## config.mk

```make
export PLATFORM = sky130hd
export DESIGN_NAME = lb_dispatcher
export DESIGN_NICKNAME = d
export VERILOG_FILES = /design/src/rtl/lb_dispatcher.sv
export SDC_FILE = /design/constraint.sdc
export NUM_CORES = 1
export LEC_CHECK = 0
export ABC_AREA = 1
export BUFFER_PORTS_ARGS = -buffer_cell sky130_fd_sc_hd__buf_2
export CORE_MARGIN = 2
export CORE_UTILIZATION = 42
export CTS_BUF_LIST = sky130_fd_sc_hd__clkbuf_16
export CTS_CLUSTER_DIAMETER = 30
export DETAILED_ROUTE_END_ITERATION = 10
export HOLD_SLACK_MARGIN = 0.02
export PLACE_DENSITY = 0.86
export SLEW_MARGIN = 25
export SYNTH_ARGS = -nofsm -noshare
export SYNTH_HDL_FRONTEND = slang
export SYNTH_SLANG_ARGS = --single-unit
```

## constraint.sdc

```tcl
create_clock -name clk -period 1.85 [get_ports clk]
set_clock_uncertainty 0.15 [all_clocks]
set_input_delay 0.185 -clock clk [delete_from_list [all_inputs] [get_ports clk]]
set_output_delay 0.185 -clock clk [all_outputs]
set_load 0.005 [all_outputs]
```

## src/rtl/lb_dispatcher.sv

```systemverilog
// Round-robin request dispatcher: one request in flight at a time, forwarded to the next
// worker whose saturating outstanding counter is below its limit.
module lb_dispatcher #(
    parameter int unsigned NUM_WORKERS = 4,
    parameter int unsigned DATA_BITS   = 32,
    parameter int unsigned CREDIT_BITS = 2
) (
    input  logic                              clk,
    input  logic                              reset,
    input  logic                              in_valid,
    output logic                              in_ready,
    input  logic [DATA_BITS-1:0]              in_data,
    output logic [NUM_WORKERS-1:0]            out_valid,
    input  logic [NUM_WORKERS-1:0]            out_ready,
    output logic [DATA_BITS-1:0]              out_data,
    output logic [$clog2(NUM_WORKERS)-1:0]    out_sel,
    input  logic [NUM_WORKERS-1:0]            done,
    output logic [NUM_WORKERS*CREDIT_BITS-1:0] outstanding,
    output logic                              err
);

    localparam int unsigned SEL_BITS = $clog2(NUM_WORKERS);
    localparam logic [CREDIT_BITS-1:0] MAX_OUT = '1;

    typedef enum logic {IDLE, HOLD} state_t;

    state_t                state, state_next;
    logic [CREDIT_BITS-1:0] cnt      [NUM_WORKERS];
    logic [CREDIT_BITS-1:0] cnt_next [NUM_WORKERS];
    logic [SEL_BITS-1:0]   ptr;
    logic [SEL_BITS-1:0]   sel, sel_hi, sel_lo;
    logic                  found_hi, found_lo;
    logic [NUM_WORKERS-1:0] eligible;
    logic                  accept;
    logic                  err_set;

    // Rotating search from ptr+1: lowest eligible index above ptr wins, else lowest at/below ptr.
    always_comb begin
        eligible = '0;
        found_hi = 1'b0;
        found_lo = 1'b0;
        sel_hi   = '0;
        sel_lo   = '0;
        for (int unsigned i = 0; i < NUM_WORKERS; i++) begin
            eligible[i] = (cnt[i] != MAX_OUT);
            if (eligible[i] && SEL_BITS'(i) > ptr && !found_hi) begin
                found_hi = 1'b1;
                sel_hi   = SEL_BITS'(i);
            end
            if (eligible[i] && SEL_BITS'(i) <= ptr && !found_lo) begin
                found_lo = 1'b1;
                sel_lo   = SEL_BITS'(i);
            end
        end
        sel = found_hi ? sel_hi : sel_lo;
    end

    always_comb begin
        state_next = state;
        out_valid  = '0;
        in_ready   = 1'b0;
        case (state)
            IDLE: begin
                in_ready = |eligible;
                if (in_valid && (|eligible)) begin
                    state_next = HOLD;
                end
            end
            HOLD: begin
                out_valid[out_sel] = 1'b1;
                if (out_ready[out_sel]) begin
                    state_next = IDLE;
                end
            end
            default: state_next = IDLE;
        endcase
    end

    assign accept = in_valid && in_ready;

    // Accept and done on the same worker cancel; done on an empty counter flags an error.
    always_comb begin
        err_set     = 1'b0;
        outstanding = '0;
        for (int unsigned i = 0; i < NUM_WORKERS; i++) begin
            cnt_next[i] = cnt[i];
            if (accept && sel == SEL_BITS'(i) && !done[i]) begin
                cnt_next[i] = cnt[i] + 1'b1;
            end else if (!(accept && sel == SEL_BITS'(i)) && done[i]) begin
                if (cnt[i] != '0) begin
                    cnt_next[i] = cnt[i] - 1'b1;
                end else begin
                    err_set = 1'b1;
                end
            end
            outstanding[i*CREDIT_BITS +: CREDIT_BITS] = cnt[i];
        end
    end

    always_ff @(posedge clk) begin
        if (reset) begin
            state    <= IDLE;
            out_data <= '0;
            out_sel  <= '0;
            ptr      <= SEL_BITS'(NUM_WORKERS - 1);
            err      <= 1'b0;
            for (int unsigned i = 0; i < NUM_WORKERS; i++) begin
                cnt[i] <= '0;
            end
        end else begin
            state <= state_next;
            if (accept) begin
                out_data <= in_data;
                out_sel  <= sel;
                ptr      <= sel;
            end
            for (int unsigned i = 0; i < NUM_WORKERS; i++) begin
                cnt[i] <= cnt_next[i];
            end
            if (err_set) begin
                err <= 1'b1;
            end
        end
    end

endmodule

```

==> metrics, run 1 <==
DR pass1 iterations=4; Fin Setup TNS=-1.374 ns; Leak=1.741 nW; Synth Register Bits=46; synthesized area per cell=7.269 um^2; Final min period=2.068 ns; DP Wirelength=about 3900 um; initial core utilization=43.90%; Reg clk slew, reported paths=0.07 ns; Final Routed Wirelength=6990 um; clock sinks=46; die footprint=around 0.0056 mm^2; Layout Nets=491; Cells after Synth=289; largest cells by area after synthesis=dfxtp_1, nand2_1, a21oi_1; syn nets=340; Hold Path Class=in2reg; Fin. Hold Viols=0; RSZ-0062 raised after global routing=yes; Vias=2523; GRT Total Usage=23.68%; Slew headroom=66.52%; CP top delay family=simple AND/OR/NAND/NOR gates; Max Cap Viol=0; most frequent cells after synthesis=nand2_1, a21oi_1, dfxtp_1; initial antenna violation count=0; CTS tree=done; fmax=0.4837 GHz; # setup viols final=9; Yosys top cell area share=between 40% and 50%; final std cells w/o fill=between 500 and 600; power per cell area=738.7 mW/mm^2; top-count cell post-synth=nand2_1; vias in the first global route=2380; kind of start point of the critical path=flop; worst skew pair latency=approximately 0.28 ns; Port Buffers=90; # rows=25; CP Class=reg2reg; I/O pin count=slightly above 90; YS warnings=0; worst vdd ir=0.7622 mV; ANT nets after route=0; Post-Place Cells=roughly 460; initial DRC count=103; htree depth=2; cell chain of the critical path=nand2_4, buf_6, nor2_1, nand2_1, nand2_1, inv_2, nand2_4, nor2_4, nand2_2, inv_2, ha_4, inv_2, nand3_2, o21ai_2, a21oi_2, a31oi_1; number of enable flip-flop cells after synthesis=0; post-synthesis sequential area ratio=43.84%; Core Area=roughly 0.0048 mm^2; period utilization=111.8%; number of library cell types mapped by synthesis=25; slowest stage delay, CP=between 0.3 and 0.4 ns; clock buffer depth=2; vias per cell=4.957; layout cells sized above 1=a little under half; post-synth top area cell=dfxtp_1; Critical path buffers and inverters=4; clock root buffer master=clkbuf_16; WP data arrival=2.11 ns; critical-path maximum fanout=5; Syn-to-layout area delta=69.86%; TritonCTS buffer count=5; Post-Syn Area=0.002101 mm^2; failing checks=setup timing; DRC Markers=0; chip width=around 75 um; CP required=between 1.5 and 2 ns; RePlAce Congestion=between 0.8 and 0.9; final setup margin=-0.2176 ns; first-pass GRT wire length=between 10000 and 15000 um; Final Slew Violations=0; DR WL/cell=13.73 um; status=complete, but fails checks; dominant synthesized flop cell=dfxtp_1; Slew @ Worst Pin=0.5021 ns; Slowest-stage cell, CP=dfxtp_2; remaining global-route overflow=0; Die Span Y=74.73 um; FFs w/ async S/R, synth=0%; Worst Setup End Kind=flop; largest net degree at the start of global routing=34; CP dominant cell by count=inv_2
## power breakdown
group	internal, mW	leakage [nW]	switching [mW]
logic	0.317	1.28	0.335
clock network	0.501	0.0740	0.389
registers	1.05	0.383	0.0441
total	1.87	1.74	0.769
## cell type report
class | count | area (um^2)
fill | 329 | 1217
inverter | 28 | 117.6
clock inverter | 3 | 18.77
clock buffer | 5 | 125.1
multi-input combinational | 203 | 1234
antenna | 1 | 2.502
timing repair buffer | 156 | 1039
tap | 67 | 83.83
sequential | 46 | 948.4
## registers in the layout (all words and copies together), names as in the netlist
name and cells:
out_sel 2, cnt 8, out_data 32, ptr 2, state 1, err 1
## stage by stage
stage	hold WS [ns]	area, um^2	util [%]	setup WS, ns	power (mW)
2_1_floorplan	0.1779	2180	-	-0.03144	1.383
6_report	0.02868	3568	74.56	-0.2176	2.636
4_1_cts	0.02848	3478	72.68	-0.1122	2.577
3_5_place_dp	0.2900	2773	57.93	-0.1772	1.548
5_1_grt	0.03932	3566	74.51	-0.2874	2.755
3_3_place_gp	0.2843	2773	57.93	-0.08188	1.533
## routing by layer
layer	global-route usage (%)	vias up	share of wire [%]
met5	0	-	0
met2	44.15	98	53
met1	25.48	1173	39
met4	9.524	0	2.8
li1	-	1226	-
met3	5.890	26	5.6
## cell usage in the layout (no fill, tap or decap), types with 2 or more instances in the layout
cell type and n:
buf_2 90, nand2_1 81, a21oi_1 42, dfxtp_1 36
dlygate4sd3_1 31, buf_4 31, inv_1 14, nor2_1 14
inv_2 9, nand2_2 7, nand3_1 7, nand2_4 6
dfxtp_4 6, nor2_4 5, inv_4 5, a21oi_2 5
ha_4 5, clkbuf_16 5, dfxtp_2 4, buf_6 4
nand3_2 3, o21ai_1 3, ha_1 3, a21oi_4 2
nor3_1 2, nor3_4 2, o21ai_2 2, nor2_2 2
o21ai_0 2, a31oi_1 2, clkinv_2 2
## cell families (layout without fill, tap and decap cells)
group	Yosys count	after routing	synth area share (%)
DFF	46	46	43.84
buffers and inverters	40	192	10.06
AOI/OAI and AO/OA	63	63	16.02
and+or+nand+nor	132	132	25.31
adders and majority gates	8	8	4.765
other	0	1	0
## worst paths after layout
| check | startpoint | endpoint | slack [ns] | cells after the start |
|---|---|---|---|---|
| setup / recovery | cnt[3][1] | err | -0.22 | 16 |
| hold / removal | in_data[2] | out_data[2] | 0.03 | 3 |
| setup reg to reg | cnt[3][1] | err | -0.22 | 16 |
| hold reg to reg | out_data[21] | out_data[21] | 0.31 | 2 |
## worst reg2reg max path: cells and delay by family (launching register included)
kind / cells / cell delay (ns)
simple gates: 8 / 0.65
compound gates: 3 / 0.38
flops: 1 / 0.37
buf+inv: 4 / 0.27
fa+ha+maj: 1 / 0.15
## repair_timing
| item | CTS | global route |
|---|---|---|
| pin swaps | 21 | 14 |
| cloned | 0 | 0 |
| buffers inserted | 8 | 5 |
| hold endpoints to repair | 31 | 0 |
| hold buffers | 31 | 0 |
| setup endpoints to repair | 9 | 23 |
| gates resized for setup | 55 | 13 |
No activity file was read; power rests on OpenSTA's default activity.
==> run 2, diff against run 1 <==
Settings changed: ABC_AREA 1 to 0, CORE_UTILIZATION 42 to 43, PLACE_DENSITY 0.86 to 0.87.
==> metrics, run 2 <==
DR pass1 iterations=4 (unchanged); worst skew pair latency=0.28 ns (about the same); ANT nets after route=0 (unchanged); CTS tree=done; initial core utilization=45.48% (+1.6 points); max FFs per register=32 (unchanged); largest registers=out_data: 32 flops, cnt: 8 flops; vias in the first global route=2477 (+4.1%); final instance area=0.003840 mm^2 (+7.6%); fin util=79.71% (+5.2 points); WP data arrival=2.10 ns (about the same); status=complete, but fails checks; final setup margin=-0.2466 ns (-0.02908 ns); Max Cap Viol=0 (unchanged); Worst Setup End Kind=flop; Cells after Synth=269 (-6.9%); RePlAce Congestion=0.9874 (+13%); CP Class=reg2reg; highest-count cells in the layout ignoring fill and taps=buf_2, nand2_1, dfxtp_1, buf_4; period utilization=113.3% (+1.6 points); Final min period=2.097 ns (+0.02908 ns); syn nets=320 (-5.9%); TritonCTS buffer count=5 (unchanged); clock root buffer master=clkbuf_16; most frequent cells after synthesis=nand2_1, dfxtp_1, a21oi_1; vias per cell=5.274 (+6.4%); Slowest-stage cell, CP=dfxtp_4; Synth Register Bits=46 (unchanged); Syn-to-layout area delta=75.27%; register area=954.7 um^2 (+0.66%); die footprint=0.005682 mm^2 (+1.8%); Slew headroom=67.70% (+1.2 points); Port Buffers=90 (unchanged); Critical path buffers and inverters=1 (-3); clock sinks=46 (unchanged); DR WL/cell=16.80 um (+22%); first-pass GRT wire length=11430 um (+11%); layout cells sized above 1=49.30% (+4.2 points); Placed Instance Area=0.002964 mm^2 (+6.9%); # rows=25 (unchanged); initial DRC count=180 (+75%); GRT Total Usage=26.37% (+2.7 points); clock buffer depth=2 (unchanged); Final Slew Violations=0 (unchanged); Leak=1.746 nW (+0.28%); YS warnings=0 (unchanged); CP required=1.85 ns (-0.04 ns); kind of start point of the critical path=flop; DP Wirelength=4306 um (+9.2%); largest net degree at the start of global routing=35 (+2.9%); # fillers=286 (-13%); Yosys top cell area share=42.03% (-1.8 points); initial antenna violation count=0 (unchanged); post-synthesis sequential area ratio=42.03% (-1.8 points); Fin. Hold Viols=0 (unchanged); Hold Path Class=in2reg; slowest stage delay, CP=0.36 ns (about the same); top-count cell post-synth=nand2_1; Core Area=0.004817 mm^2 (+0.65%); commonest non-fill, non-tap cell in the layout=buf_2; CP top delay family=compound AO/OA/AOI/OAI gates; Post-Syn Area=0.002191 mm^2 (+4.3%); FFs w/ async S/R, synth=0% (unchanged); Fin Setup TNS=-1.525 ns (-0.1511 ns); fmax=0.4770 GHz (-1.4%); largest cells by area after synthesis=dfxtp_1, nand2_1, a21oi_1; Layout Nets=480 (-2.2%); # setup viols final=12 (+3); largest reg by FF count=out_data; Die Span Y=75.38 um (+0.88%); chip width=75.38 um (+0.88%); number of enable flip-flop cells after synthesis=0 (unchanged); Multi-input gate area=0.001459 mm^2 (+18%); critical-path maximum fanout=5 (unchanged); post-synth top area cell=dfxtp_1; failing checks=setup timing; Vias=2621 (+3.9%); cell chain of the critical path=a21o_1, o211ai_1, buf_4, nand3_4, or2_4, ha_4, nor4b_4, a311oi_2, a21oi_1; final hold slack=0.1989 ns (+0.1703 ns); DP Worst Slack=-0.3594 ns (-0.1823 ns); I/O pin count=91 (unchanged); Reg clk slew, reported paths=0.06 ns (about the same); worst vdd ir=0.5520 mV (-28%); htree depth=2 (unchanged); RSZ-0062 raised after global routing=yes; Final Routed Wirelength=8349 um (+19%); number of library cell types mapped by synthesis=44 (+76%); Post-Place Cells=439 (-3.7%); Antenna diodes=0 (-1); final std cells w/o fill=497 (-2.4%); DRC Markers=0 (unchanged); Power Total=2.612 mW (-0.90%); Slew @ Worst Pin=0.4844 ns (-0.01770 ns); remaining global-route overflow=0 (unchanged); power per cell area=680.3 mW/mm^2 (-7.9%); dominant synthesized flop cell=dfxtp_1; synthesized area per cell=8.144 um^2 (+12%)
[run 2: worst register-to-register path, delay by kind of cell (launching register included)]
family          cells  cell delay (ns)
compound gates      4             0.61
fa+ha+maj           1             0.15
buf+inv             1             0.18
flops               1             0.36
simple gates        3             0.52
[run 2: final cells by class]
| type | instances | area share (%) |
|---|---|---|
| Clock buffer | 5 | 3.258 |
| Inverter | 8 | 0.7820 |
| Sequential cell | 46 | 24.86 |
| Multi-Input combinational cell | 202 | 37.99 |
| Timing Repair Buffer | 166 | 30.50 |
| Clock inverter | 3 | 0.4236 |
| Tap cell | 67 | 2.183 |
[run 2: cells by family (layout without fill, tap and decap cells)]
kind of cell	count (synthesis)	after routing	synth area share, %
AND/OR/NAND/NOR	121	121	26.56
AO/OA/AOI/OAI	71	71	20.45
flip-flops	46	46	42.03
buffers and inverters	21	182	4.911
adder cells (fa/ha/maj)	8	8	4.569
multiplexers	2	2	1.485
[run 2: path summary, 6_finish.rpt]
path                      from      endpoint  slack (ns)  cells past startpoint
setup / recovery     cnt[3][0]           err       -0.25                      9
hold / removal           reset  out_data[27]        0.20                      2
setup reg to reg     cnt[3][0]           err       -0.25                      9
hold reg to reg   out_data[30]  out_data[30]        0.30                      2
[run 2: metal layers]
metal / track usage [%] / up-vias / wire length [um]
met5: 0 / - / 0
met4: 8.577 / 0 / 166
met3: 5.291 / 20 / 598
met2: 47.54 / 130 / 4223
met1: 31.29 / 1234 / 3360
li1: - / 1237 / -
[run 2: what timing repair did]
action | in CTS | in global routing
endpoints found under the setup margin | 9 | 22
hold endpoints to repair | 32 | 0
hold buffers | 32 | 0
cloned | 0 | 2
buffers inserted | 10 | 6
pin swaps | 23 | 21
gates resized for setup | 36 | 26
[run 2: power by group]
part	internal, mW	total [mW]	leakage, nW	switching [mW]
logic	0.348	0.659	1.29	0.310
clock network	0.496	0.872	0.0730	0.376
registers	1.04	1.08	0.383	0.0421
==> run 3, diff against run 2 <==
Settings changed: CORE_MARGIN 2 to default.
==> metrics, run 3 (synthesis gave the netlist of run 2 again) <==
met2 Track Usage GR=46.81% (-0.73 points); Post-Place Cells=442 (+0.68%); CP required=1.88 ns (+0.03 ns); Die Span Y=73.38 um (-2.7%); final std cells w/o fill=493 (-0.80%); Final min period=2.142 ns (+0.04487 ns); r2r endpoint=cnt[1][1]; setup slack, reg-to-reg=-0.29 ns (-0.04 ns); critical-path maximum fanout=5 (unchanged); WHS Endpoint=out_data[22]; Final Routed Wirelength=7719 um (-7.5%); Layout Nets=476 (-0.83%); TritonCTS buffer count=5 (unchanged); sequential power share=40.0% (-1.4 points); highest-count cells in the layout ignoring fill and taps=buf_2, nand2_1, buf_4; vias per cell=5.138 (-2.6%); Slew headroom=72.45% (+4.7 points); combinational share of power=23.0% (-2.2 points); Worst Setup End Kind=flop; period utilization=115.8% (+2.4 points); DRC Markers=0 (unchanged); Vias=2533 (-3.4%); final setup margin=-0.2915 ns (-0.04487 ns); Antenna diodes=0 (unchanged); clock power share=37.0% (+3.6 points); status=complete, but fails checks; # setup viols final=9 (-3); met1 usage=28.95% (-2.3 points); fin util=77.90% (-1.8 points); layout cells sized above 1=46.95% (-2.4 points); Fin Setup TNS=-1.869 ns (-0.3434 ns); RePlAce Congestion=0.9243 (-6.4%); Max Cap Viol=0 (unchanged); met3 Usage GRT=8.505% (+3.2 points); Syn-to-layout area delta=71.27%; failing checks=setup timing; worst skew pair latency=0.29 ns (about the same); Hold Path Depth=2 (unchanged); Hold Path Class=in2reg; largest net degree at the start of global routing=29 (-17%); Final Slew Violations=0 (unchanged); chip width=73.38 um (-2.7%); worst vdd ir=0.5705 mV (+3.4%); die footprint=0.005385 mm^2 (-5.2%); I/O pin count=91 (unchanged); Int Pwr=1.962 mW (+4.1%); clock buffer depth=2 (unchanged); RR Startpoint=cnt[1][0]; largest reg by FF count=out_data; clock root buffer master=clkbuf_16; CTS tree=done; Power Total=2.708 mW (+3.7%); Reg clk slew, reported paths=0.07 ns (about the same); final hold slack=0.1249 ns (-0.07402 ns); htree depth=2 (unchanged); largest registers=out_data: 32 flops, cnt: 8 flops; final instance area=0.003752 mm^2 (-2.3%); power per cell area=721.7 mW/mm^2 (+6.1%); initial core utilization=45.48% (unchanged); Core Area=0.004817 mm^2 (unchanged); vias in the first global route=2493 (+0.65%); max FFs per register=32 (unchanged); DR pass1 iterations=4 (unchanged); DP Wirelength=4315 um (+0.22%); initial DRC count=82 (-54%); busiest grt layer=met2; Placed Instance Area=0.002987 mm^2 (+0.76%); WP data arrival=2.17 ns (+0.07 ns); clock sinks=46 (unchanged); Port Buffers=90 (unchanged); # rows=25 (unchanged); remaining global-route overflow=0 (unchanged); initial antenna violation count=0 (unchanged); origin of the worst min-delay path=reset; ANT nets after route=0 (unchanged); GRT Total Usage=26.35% (about the same); DR WL/cell=15.66 um (-6.8%); R2R depth=8 (-1); commonest non-fill, non-tap cell in the layout=buf_2; Fin. Hold Viols=0 (unchanged); switching pwr=0.7458 mW (+2.4%); Leak=1.730 nW (-0.93%); RSZ-0062 raised after global routing=yes; Slew @ Worst Pin=0.4077 ns (-0.07676 ns); first-pass GRT wire length=10870 um (-5.0%); kind of start point of the critical path=flop; switching share of power=27.54% (-0.33 points); CP Class=reg2reg; fmax=0.4670 GHz (-2.1%); DP Worst Slack=-0.2343 ns (+0.1251 ns)
==> run 3: cell count changes in the layout (fill, tap and decap cells not counted), sizes merged <==
cell	delta
clkinvlp	+1
buf	-2
clkinv	-1
inv	-1
clkbuf	-1
==> run 3: final cells by class <==
cell class / count / area [um^2]
Timing Repair Buffer: 162 / 1091
Clock inverter: 2 / 18.77
Inverter: 8 / 30.03
Fill cell: 327 / 1065
Sequential cell: 46 / 952.2
Clock buffer: 6 / 150.1
Tap cell: 67 / 83.83
Multi-Input combinational cell: 202 / 1426
==> run 3: what timing repair did <==
action / 4_1_cts / 5_1_grt
resized for setup: 24 / 22
setup endpoints to repair: 9 / 9
buffers inserted: 6 / 5
hold endpoints to repair: 32 / 0
pin swaps: 15 / 23
hold buffers: 32 / 0
==> run 3: power by group through the flow <==
stage               sequential (mW)  combinational [mW]  clock [mW]
global route                   1.09               0.670        1.05
detailed placement             1.10               0.459           0
floorplan                      1.10               0.261           0
CTS                            1.08               0.557        1.01
finish                         1.08               0.623        1.00
global placement               1.10               0.442           0
==> run 3: layer usage <==
layer	up-vias	part of all wire, %
met5	-	0
met4	0	2.9
met2	101	51
li1	1233	-
met3	24	5.8
met1	1175	41
==> run 3: worst max-delay path by stage <==
stage | from | depth (start not counted) | endpoint | slack (ns)
floorplan | cnt[2][1] | 9 | cnt[1][1] | -0.16
global placement | cnt[0][0] | 9 | cnt[2][1] | -0.21
detailed placement | cnt[1][0] | 8 | err | -0.23
CTS | cnt[1][1] | 8 | cnt[0][1] | -0.22
global route | cnt[1][0] | 9 | cnt[0][1] | -0.37
finish | cnt[1][0] | 8 | cnt[1][1] | -0.29
==> run 3: worst max-delay path, stage by stage, from the launching register on <==
cell and delay [ns]:
dfxtp_4 0.35, and2_4 0.18, o32a_1 0.36, nand2_2 0.18, o311a_4 0.23, ha_4 0.20, buf_4 0.14, o21ai_0 0.15
a21oi_1 0.08
